[config.mk]
export PLATFORM = sky130hd
export DESIGN_NAME = hit_centroid
export DESIGN_NICKNAME = d
export VERILOG_FILES = /design/src/rtl/hit_centroid_pkg.sv /design/src/rtl/hit_centroid_serial_divider.sv /design/src/rtl/hit_centroid.sv
export SDC_FILE = /design/constraint.sdc
export NUM_CORES = 1
export LEC_CHECK = 0
export ABC_AREA = 1
export CORE_UTILIZATION = 50
export DETAILED_ROUTE_END_ITERATION = 10
export GPL_ROUTABILITY_DRIVEN = 0
export PLACE_DENSITY = 0.68
export SYNTH_ARGS = -nofsm -noshare
export SYNTH_HDL_FRONTEND = slang
export SYNTH_HIERARCHICAL = 1
export SYNTH_SLANG_ARGS = --single-unit
[constraint.sdc]
create_clock -name CLK -period 8.7 [get_ports CLK]
set_clock_uncertainty 0.15 [all_clocks]
set_input_delay 1.74 -clock CLK [delete_from_list [all_inputs] [get_ports CLK]]
set_output_delay 1.74 -clock CLK [all_outputs]
set_load 0.02 [all_outputs]
[src/rtl/hit_centroid_pkg.sv]
// Shared types and widths for the hit centroid tracker.
// State encoding plus accumulator and divider sizing.
package hit_centroid_pkg;

    typedef enum logic [1:0] {
        IDLE,
        DIV,
        DONE
    } state_t;

    localparam int XW        = 10;
    localparam int YW        = 9;
    localparam int CW        = 19;
    localparam int SW        = 28;
    localparam int DIV_STEPS = 28;
    localparam int STW       = $clog2(DIV_STEPS);

endpackage

[src/rtl/hit_centroid_serial_divider.sv]
// Restoring unsigned divider, one quotient bit per cycle.
// The start cycle already produces the first quotient bit.
module serial_divider
    import hit_centroid_pkg::*;
(
    input  logic          clk,
    input  logic          rst,
    input  logic          start,
    input  logic [SW-1:0] dividend,
    input  logic [CW-1:0] divisor,
    output logic          busy,
    output logic [SW-1:0] quotient
);

    logic [CW-1:0]  r_rem;
    logic [SW-1:0]  r_quo;
    logic [CW-1:0]  r_div;
    logic [STW-1:0] r_cnt;

    logic [CW-1:0]  w_rem_in;
    logic [SW-1:0]  w_quo_in;
    logic [CW-1:0]  w_div;
    logic [CW:0]    w_trial;
    logic           w_ge;
    logic [CW:0]    w_rem_nx;
    logic [SW-1:0]  w_quo_nx;

    // One restoring step from either the fresh operands or the running state
    always_comb begin
        w_rem_in = start ? '0 : r_rem;
        w_quo_in = start ? dividend : r_quo;
        w_div    = start ? divisor : r_div;
        w_trial  = {w_rem_in, w_quo_in[SW-1]};
        w_ge     = (w_trial >= {1'b0, w_div});
        w_rem_nx = w_ge ? (w_trial - {1'b0, w_div}) : w_trial;
        w_quo_nx = {w_quo_in[SW-2:0], w_ge};
    end

    // Load on start, then shift in the remaining quotient bits
    always_ff @(posedge clk) begin
        if (rst) begin
            r_rem <= '0;
            r_quo <= '0;
            r_div <= '0;
            r_cnt <= '0;
        end else if (start) begin
            r_rem <= w_rem_nx[CW-1:0];
            r_quo <= w_quo_nx;
            r_div <= divisor;
            r_cnt <= STW'(DIV_STEPS - 1);
        end else if (r_cnt != '0) begin
            r_rem <= w_rem_nx[CW-1:0];
            r_quo <= w_quo_nx;
            r_cnt <= r_cnt - STW'(1);
        end
    end

    assign busy     = (r_cnt != '0);
    assign quotient = r_quo;

endmodule

[src/rtl/hit_centroid.sv]
// Per-frame hit accumulator with serial centroid divide.
// Publishes pointer position once per video frame.
module hit_centroid
    import hit_centroid_pkg::*;
#(
    parameter int H_ACTIVE = 640,
    parameter int V_ACTIVE = 480,
    parameter int MIN_HITS = 16
) (
    input  logic          CLK,
    input  logic          RST,
    input  logic          VIDEO_HS,
    input  logic          VIDEO_VS,
    input  logic          VIDEO_DE,
    input  logic          iHIT,
    output logic [XW-1:0] oX,
    output logic [YW-1:0] oY,
    output logic [CW-1:0] oCOUNT,
    output logic          oFOUND,
    output logic          oVALID,
    output logic          oOVERRUN,
    output logic          oDROP
);

    localparam logic [XW-1:0] LP_H   = XW'(H_ACTIVE);
    localparam logic [YW-1:0] LP_V   = YW'(V_ACTIVE);
    localparam logic [CW-1:0] LP_MIN = CW'(MIN_HITS);

    logic [XW-1:0]  r_x;
    logic [YW-1:0]  r_y;
    logic           r_vs_d;
    logic           r_de_d;
    logic [CW-1:0]  r_cnt;
    logic [SW-1:0]  r_sx;
    logic [SW-1:0]  r_sy;
    logic           r_ovr;
    state_t         r_state;
    logic [STW-1:0] r_step;
    logic [CW-1:0]  r_snap_cnt;
    logic           r_snap_ovr;
    logic [XW-1:0]  r_ox;
    logic [YW-1:0]  r_oy;
    logic [CW-1:0]  r_ocount;
    logic           r_ofound;
    logic           r_ovalid;
    logic           r_oovr;
    logic           r_odrop;

    logic           w_e;
    logic           w_in;
    logic           w_hit;
    logic [CW-1:0]  w_cnt_nx;
    logic [SW-1:0]  w_sx_nx;
    logic [SW-1:0]  w_sy_nx;
    logic           w_ovr_nx;
    logic           w_found;
    logic           w_start;
    logic           w_busy_x;
    logic           w_busy_y;
    logic [SW-1:0]  w_qx;
    logic [SW-1:0]  w_qy;

    // Frame end detect and this cycle's contribution to the running sums
    always_comb begin
        w_e      = r_vs_d & ~VIDEO_VS;
        w_in     = (r_x < LP_H) && (r_y < LP_V);
        w_hit    = VIDEO_DE & iHIT & w_in;
        w_cnt_nx = r_cnt + CW'(w_hit);
        w_sx_nx  = r_sx + (w_hit ? SW'(r_x) : '0);
        w_sy_nx  = r_sy + (w_hit ? SW'(r_y) : '0);
        w_ovr_nx = r_ovr | (VIDEO_DE & ~w_in);
        w_found  = (w_cnt_nx >= LP_MIN);
        w_start  = w_e && (r_state == IDLE) && w_found;
    end

    // Pixel position tracking from DE and VS edges
    always_ff @(posedge CLK) begin
        if (RST) begin
            r_x    <= '0;
            r_y    <= '0;
            r_vs_d <= 1'b0;
            r_de_d <= 1'b0;
        end else begin
            r_vs_d <= VIDEO_VS;
            r_de_d <= VIDEO_DE;
            if (w_e) begin
                r_x <= '0;
                r_y <= '0;
            end else if (r_de_d && !VIDEO_DE) begin
                r_x <= '0;
                if (r_y != LP_V) r_y <= r_y + YW'(1);
            end else if (VIDEO_DE && r_x != LP_H) begin
                r_x <= r_x + XW'(1);
            end
        end
    end

    // Frame accumulators, cleared at every frame end
    always_ff @(posedge CLK) begin
        if (RST || w_e) begin
            r_cnt <= '0;
            r_sx  <= '0;
            r_sy  <= '0;
            r_ovr <= 1'b0;
        end else begin
            r_cnt <= w_cnt_nx;
            r_sx  <= w_sx_nx;
            r_sy  <= w_sy_nx;
            r_ovr <= w_ovr_nx;
        end
    end

    serial_divider u_div_x (
        .clk      (CLK),
        .rst      (RST),
        .start    (w_start),
        .dividend (w_sx_nx),
        .divisor  (w_cnt_nx),
        .busy     (w_busy_x),
        .quotient (w_qx)
    );

    serial_divider u_div_y (
        .clk      (CLK),
        .rst      (RST),
        .start    (w_start),
        .dividend (w_sy_nx),
        .divisor  (w_cnt_nx),
        .busy     (w_busy_y),
        .quotient (w_qy)
    );

    // Result sequencing: snapshot, divide, publish; frame ends while busy are dropped
    always_ff @(posedge CLK) begin
        if (RST) begin
            r_state    <= IDLE;
            r_step     <= '0;
            r_snap_cnt <= '0;
            r_snap_ovr <= 1'b0;
            r_ox       <= '0;
            r_oy       <= '0;
            r_ocount   <= '0;
            r_ofound   <= 1'b0;
            r_ovalid   <= 1'b0;
            r_oovr     <= 1'b0;
            r_odrop    <= 1'b0;
        end else begin
            r_ovalid <= 1'b0;
            r_odrop  <= 1'b0;
            unique case (r_state)
                IDLE: begin
                    if (w_e && w_found) begin
                        r_state    <= DIV;
                        r_step     <= STW'(DIV_STEPS - 1);
                        r_snap_cnt <= w_cnt_nx;
                        r_snap_ovr <= w_ovr_nx;
                    end else if (w_e) begin
                        r_state  <= DONE;
                        r_ovalid <= 1'b1;
                        r_ocount <= w_cnt_nx;
                        r_ofound <= 1'b0;
                        r_oovr   <= w_ovr_nx;
                    end
                end
                DIV: begin
                    r_odrop <= w_e;
                    if (r_step == '0) begin
                        r_state  <= DONE;
                        r_ovalid <= 1'b1;
                        r_ox     <= w_qx[XW-1:0];
                        r_oy     <= w_qy[YW-1:0];
                        r_ocount <= r_snap_cnt;
                        r_ofound <= 1'b1;
                        r_oovr   <= r_snap_ovr;
                    end else begin
                        r_step <= r_step - STW'(1);
                    end
                end
                DONE: begin
                    r_odrop <= w_e;
                    r_state <= IDLE;
                end
                default: r_state <= IDLE;
            endcase
        end
    end

    // Centroid always lies inside the active area
    a_quo_range: assert property (@(posedge CLK) disable iff (RST)
        (r_state == DIV && r_step == '0) |->
        (!w_busy_x && !w_busy_y &&
         w_qx[SW-1:XW] == '0 && w_qy[SW-1:YW] == '0));

    // Active pixels never overlap horizontal sync
    a_hs_align: assert property (@(posedge CLK) disable iff (RST)
        VIDEO_DE |-> VIDEO_HS);

    assign oX       = r_ox;
    assign oY       = r_oy;
    assign oCOUNT   = r_ocount;
    assign oFOUND   = r_ofound;
    assign oVALID   = r_ovalid;
    assign oOVERRUN = r_oovr;
    assign oDROP    = r_odrop;

endmodule

# Word-level counts from Yosys, hierarchy flattened
# Index checks and enable logic that the tools add are counted.
[totals] reg_bits=308 input_bits=6 out_inout_bits=42 wordCells=133
[op_classes] n_mux=45 magnitude_cmp=5 n_reduce_logical=26 eq_ne=10 n_bitwise=8 n_addsub=10
[op_table] cell="19-bit two-way mux" count=13
[op_table] cell="28-bit two-way mux" count=6
[op_table] cell="20-bit by 19-bit >= comparator with 1-bit output" count=2
[op_table] cell="19-bit case mux with 2 select lines" count=1
[op_table] cell="19-bit subtractor" count=2
[op_table] cell="5-bit two-way mux" count=6
[op_table] cell="28-bit by 10-bit adder with 28-bit output" count=1
[op_table] cell="28-bit by 9-bit adder with 28-bit output" count=1
[op_table] cell="19-bit by 1-bit adder with 19-bit output" count=1
[op_table] cell="19-bit by 5-bit >= comparator with 1-bit output, second input constant" count=1
[op_table] cell="5-bit by 1-bit subtractor with 5-bit output, second input constant" count=3
[op_table] cell="10-bit by 1-bit adder with 10-bit output, second input constant" count=1
[op_table] cell="10-bit less-than comparator, second input constant" count=1
[op_table] cell="10-bit two-way mux" count=1
[op_table] cell="10-bit != test, second input constant" count=1
[op_table] cell="5-bit case mux with 2 select lines" count=1
[op_table] cell="5-bit nonzero test" count=2
[op_table] cell="9-bit by 1-bit adder with 9-bit output, second input constant" count=1
[op_table] cell="9-bit less-than comparator, second input constant" count=1
[op_table] cell="1-bit two-way mux" count=9
[op_table] cell="9-bit two-way mux" count=1
[op_table] cell="9-bit != test, second input constant" count=1
[op_table] cell="2-bit != test, second input constant" count=4
[op_table] cell="2-bit AND reduction" count=4
[op_table] cell="20 further kinds" count=39

# Longest topological paths before layout
[depth] ltp_word=11 ltp_mapped=40 mapped_depth_nobuf=36

# Hierarchy
# Netlist, hierarchy kept.
[modules_own_cells] mod="hit_centroid" area_each_um2=8484.4 cells_each=1267 instances=1
[modules_own_cells] mod="serial_divider at u_div_x" area_each_um2=4296.6 cells_each=649 instances=1
[modules_own_cells] mod="serial_divider at u_div_y" area_each_um2=4249.1 cells_each=625 instances=1

# Least setup slack after synthesis
# OpenSTA, ideal clock, no wires.
[synth_path] path_type="input port to flip-flop" start="input VIDEO_DE" end="register u_div_y.r_rem[11]" cell_stages=33 setup_time_ns=0.109 arrival_time_ns=6.195 slack_ns=2.246 path_cell_list="inv_1 nor3_1 ha_1 ha_1 nand3_1 nor2_1 xnor2_1 nand3_1 nor2_1 nand3_2 nand2_4 inv_2 buf_2 buf_6 clkbuf_1 clkbuf_1 nand2_1 nand2_1 ha_1 fa_1 nor2_1 nand3_1 nand3_2 nand3_1 nand3_2 nand2_2 nand2_2 buf_6 nand2_8 o21ai_1 nand2_1 nand2_1 inv_1"
[synth_between] elab_chain_len=10
[synth_lines] item="start: declaration" line="hit_centroid.sv:14" source="input logic VIDEO_DE,"
[synth_lines] item="1-bit AND (*) (2 in a row)" line="hit_centroid.sv:67" source="w_hit = VIDEO_DE & iHIT & w_in;"
[synth_lines] item="19-bit by 1-bit adder with 19-bit output (*)" line="hit_centroid.sv:68" source="w_cnt_nx = r_cnt + CW'(w_hit);"
[synth_lines] item="19-bit by 5-bit >= comparator with 1-bit output (*)" line="hit_centroid.sv:72" source="w_found = (w_cnt_nx >= LP_MIN);"
[synth_lines] item="1-bit logical AND (*)" line="hit_centroid.sv:73" source="w_start = w_e && (r_state == IDLE) && w_found;"
[synth_lines] item="named net w_start" line="hit_centroid.sv:57" source="logic w_start;"
[synth_lines] item="19-bit two-way mux (*)" line="hit_centroid_serial_divider.sv:32" source="w_div = start ? divisor : r_div;"
[synth_lines] item="named net u_div_y.w_div[0]" line="hit_centroid_serial_divider.sv:22" source="logic [CW-1:0] w_div;"
[synth_lines] item="19-bit subtractor / 20-bit by 19-bit >= comparator with 1-bit output (equally long branches)" line="hit_centroid_serial_divider.sv:35, hit_centroid_serial_divider.sv:34"
[synth_lines] item="19-bit two-way mux (*)" line="hit_centroid_serial_divider.sv:35" source="w_rem_nx = w_ge ? (w_trial - {1'b0, w_div}) : w_trial;"
[synth_lines] item="19-bit two-way mux" line="hit_centroid_serial_divider.sv:51" source="end else if (r_cnt != '0) begin"
[synth_lines] item="19-bit two-way mux (*)" line="hit_centroid_serial_divider.sv:46" source="end else if (start) begin"
[synth_lines] item="end signal: assignment" line="hit_centroid_serial_divider.sv:47" source="r_rem <= w_rem_nx[CW-1:0];"
[synth_lines] item="end signal: assignment" line="hit_centroid_serial_divider.sv:52" source="r_rem <= w_rem_nx[CW-1:0];"
[synth_lines] item="end: declaration" line="hit_centroid_serial_divider.sv:15" source="logic [CW-1:0] r_rem;"
# The timed path passes the listed nets; every way through them passes the cells marked *. The select of a mux whose other input is x is not followed.
# A chain may end at the register's enable or synchronous reset.

# Final worst setup path
[layout_path] start="input VIDEO_DE" end="register u_div_x.r_rem[16]"
[layout_between] elab_chain_len=10
[layout_lines] item="1-bit AND (*) (2 in a row)" line="hit_centroid.sv:67"
[layout_lines] item="19-bit by 1-bit adder with 19-bit output (*)" line="hit_centroid.sv:68"
[layout_lines] item="named net w_cnt_nx[10]" line="hit_centroid.sv:52" source="logic [CW-1:0] w_cnt_nx;"
[layout_lines] item="19-bit by 5-bit >= comparator with 1-bit output" line="hit_centroid.sv:72"
[layout_lines] item="1-bit logical AND" line="hit_centroid.sv:73"
[layout_lines] item="28-bit two-way mux (tied with other cells)" line="hit_centroid_serial_divider.sv:31" source="w_quo_in = start ? dividend : r_quo;"
[layout_lines] item="19-bit subtractor / 20-bit by 19-bit >= comparator with 1-bit output (equally long branches)" line="hit_centroid_serial_divider.sv:35, hit_centroid_serial_divider.sv:34"
[layout_lines] item="19-bit two-way mux" line="hit_centroid_serial_divider.sv:35"
[layout_lines] item="19-bit two-way mux" line="hit_centroid_serial_divider.sv:51"
[layout_lines] item="19-bit two-way mux" line="hit_centroid_serial_divider.sv:46"
[layout_lines] item="end signal: assignment" line="hit_centroid_serial_divider.sv:47"
[layout_lines] item="end signal: assignment" line="hit_centroid_serial_divider.sv:52"
[layout_lines] item="end: declaration" line="hit_centroid_serial_divider.sv:15"
# Marks and branches as above.

==> run_results.csv <==
group,metric,value,unit
synthesis,synth_area_per_cell,6.70,um^2
routing,antenna_left,0,
power_and_ir_drop,power_density,270,nW/um^2
critical_path,path_class,"input port to flop",
routing,drtPass1Iterations,7,
power_and_ir_drop,vdd_drop_max,0.167,mV
critical_path,path_max_fanout,47,
routing,routed_via_density,5.20,
synthesis,postSynthNetCount,2618,
synthesis,ys_warn_count,6,
critical_path,crit_required,8960,ps
power_and_ir_drop,seqPwrFrac,30.8,%
synthesis,ys_seq_area_share,36.2,%
floorplan,dieArea,34800,um^2
critical_path,max_stage_delay,860,ps
clocking,root_buffer,"clkbuf_16",
clocking,cts_setup_buffers,0,
sta,finalSetupViolations,0,
power_and_ir_drop,combPwrFrac,41.1,%
sta,maxSlewHeadroom,23.8,%
final_layout,utilization,56.4,%
sta,final-max-slew-violation-count,0,
clocking,clk_pin_slew_worst_paths,60,ps
sta,tightest_slew,1140,ps
floorplan,io_pins,48,
clocking,insertion_delay,530,ps
final_layout,area_growth,11.0,%
routing,vias,15700,
clocking,cts_resized,0,
final_layout,nets,2634,
floorplan,rows,67,
floorplan,die_y,187,um
routing,drt-initial-drc-count,1109,
clocking,holdBufCountCts,0,
critical_path,worst_setup_path_start_kind,"input port",
sta,fin_crit_sh,94.3,%
synthesis,syn_inst,2541,
power_and_ir_drop,p_int,3.05,mW
global_route,track_usage,23.7,%
routing,drc,0,
clocking,cts.path.max_buffers,3,
clocking,cts_made_buffers,35,
sta,max_freq,122,MHz
global_route,grt_pass1_vias,14700,
sta,layout_min_cycle_time,8200,ps
power_and_ir_drop,clock_power_share,28.1,%
sta,finalHoldViolations,0,
place,io_buffers,46,
routing,wl_per_cell,13.6,um
final_layout,final_layout_size_suffix_gt1_share,4.96,%
critical_path,worst_ep_arrival_time,8470,ps
floorplan,start_util,50.8,%
global_route,grt_max_degree,79,
critical_path,end_kind,"flop",
final_layout,final_common_cell,"nand2_1",
floorplan,dieWidth,187,um
global_route,grt_pass1_wl,69900,um
synthesis,ys_ff_latch,308,
power_and_ir_drop,swShare,40.2,%
final_layout,num_antenna_cells,0,
critical_path,cp_slowest_cell,"nor2_1",
clocking,cts_tree,"yes",
job,maxCapViolCount,0,
routing,routed_wl,41300,um
clocking,clock_sinks,308,
status,status,"completed",
final_layout,nFillCells,3299,
floorplan,coreArea,33500,um^2
power_and_ir_drop,p_leak,8.50,nW
global_route,antenna_found_initial,0,
power_and_ir_drop,switchingPower,2.05,mW
clocking,cts_max_level,2,
synthesis,synth_area,17000,um^2
global_route,grt_overflow_total,0,
sta,rsz0062_at_grt,"no",
worst_hold_path,hold_path.class,"flop to flop",
sta,fin_tns_setup,0,ps
final_layout,layout_common_cells,"nand2_1, inv_1, dfxtp_1, nor2_1, a21oi_1",
place,dp_hpwl,29100,um
synthesis,ys_types,49,
## per-layer routing
layer	GRT usage (%)	up-vias	share of wire (%)
li1	-	8178	-
met1	31.5	7198	48
met2	39.8	303	46
met3	3.03	62	3.8
met4	7.72	0	2.2
met5	0	-	0
## registers in the layout (all words and copies together) (netlist names), 10 cells and up
| signal | count |
|---|---|
| r_cnt | 19 |
| oX | 10 |
| u_div_y/r_rem | 19 |
| r_x | 10 |
| u_div_y/quotient | 28 |
| u_div_x/quotient | 28 |
| oCOUNT | 19 |
| r_snap_cnt | 19 |
| u_div_x/r_div | 19 |
| u_div_x/r_rem | 19 |
| u_div_y/r_div | 19 |
| r_sy | 28 |
| r_sx | 28 |
## path summary, 6_finish.rpt
path             from           endpoint  slack, ps  cells past startpoint
max          VIDEO_DE  u_div_x/r_rem[16]        500                     30
max reg2reg    r_x[8]  u_div_x/r_rem[16]       1650                     30
min             oX[1]              oX[1]        300                      2
min reg2reg     oX[1]              oX[1]        300                      2
## power groups by stage
stage	sequential (mW)	clock, mW	combinational, mW
floorplan	1.60	0	1.66
global placement	1.60	0	2.03
detailed placement	1.60	0	2.06
CTS	1.57	1.47	2.08
global route	1.59	1.53	2.39
finish	1.57	1.43	2.10
## critical path, delay by kind of cell
| kind | cells | cell delay, ps |
|---|---|---|
| AO/OA/AOI/OAI | 4 | 770 |
| adder cells (fa/ha/maj) | 3 | 690 |
| buffers and inverters | 7 | 1570 |
| AND/OR/NAND/NOR | 16 | 3680 |
## layout make-up
class / instances / area, um^2 / share of cell area (%)
flip-flops and latches: 308 / 6170 / 32.6
well taps: 448 / 561 / 2.97
multi-input cells: 1777 / 9070 / 48.0
clock buffers: 52 / 990 / 5.24
repair buffers: 65 / 601 / 3.18
clock inverters: 10 / 111 / 0.589
inverters: 370 / 1400 / 7.40
## cell families (layout without fill, tap and decap cells)
family | Yosys count | count (layout) | share of synthesized area (%)
muxes | 29 | 29 | 1.70
and+or+nand+nor | 1225 | 1225 | 30.5
adders and majority gates | 71 | 71 | 5.39
xor gates and xnor gates | 53 | 53 | 2.73
DFF | 308 | 308 | 36.2
buffers and inverters | 456 | 497 | 10.5
AOI/OAI and AO/OA | 399 | 399 | 12.9
## through the flow
stage               hold slack (ps)  std cells  area [um^2]  worst slack, ps  power, mW
finish                          295       3030        18900              497       5.10
global route                    318       3030        18900             47.5       5.50
CTS                             298       3030        18900              704       5.12
detailed placement              289       2968        17800              168       3.66
global placement                285       2968        17800              304       3.63
floorplan                       274       2541        17000             2250       3.26
## synthesized netlist by cell type, drive strengths merged
cell,count,area share [%]
a211oi,1,0.044
a21boi,5,0.22
a21o,8,0.35
a21oi,175,5.2
a221oi,2,0.10
a22oi,15,0.66
a31oi,46,1.7
buf,29,1.1
clkbuf,57,1.3
clkinv,2,0.044
dfxtp,308,36
fa,4,0.47
ha,67,4.9
inv,368,8.1
mux2i,29,1.7
nand2,654,15
nand3,151,4.8
nand3b,14,0.62
nand4,25,0.92
nor2,314,7.2
nor3,41,1.2
nor3b,1,0.044
nor4,16,0.59
o211ai,2,0.088
o21a,2,0.088
o21ai,124,3.6
o21bai,12,0.53
o22ai,1,0.037
o31ai,5,0.22
o41ai,1,0.051
or2,8,0.29
or4,1,0.044
xnor2,18,0.93
xor2,35,1.8
Note: power is estimated with default switching activity, not from simulation.
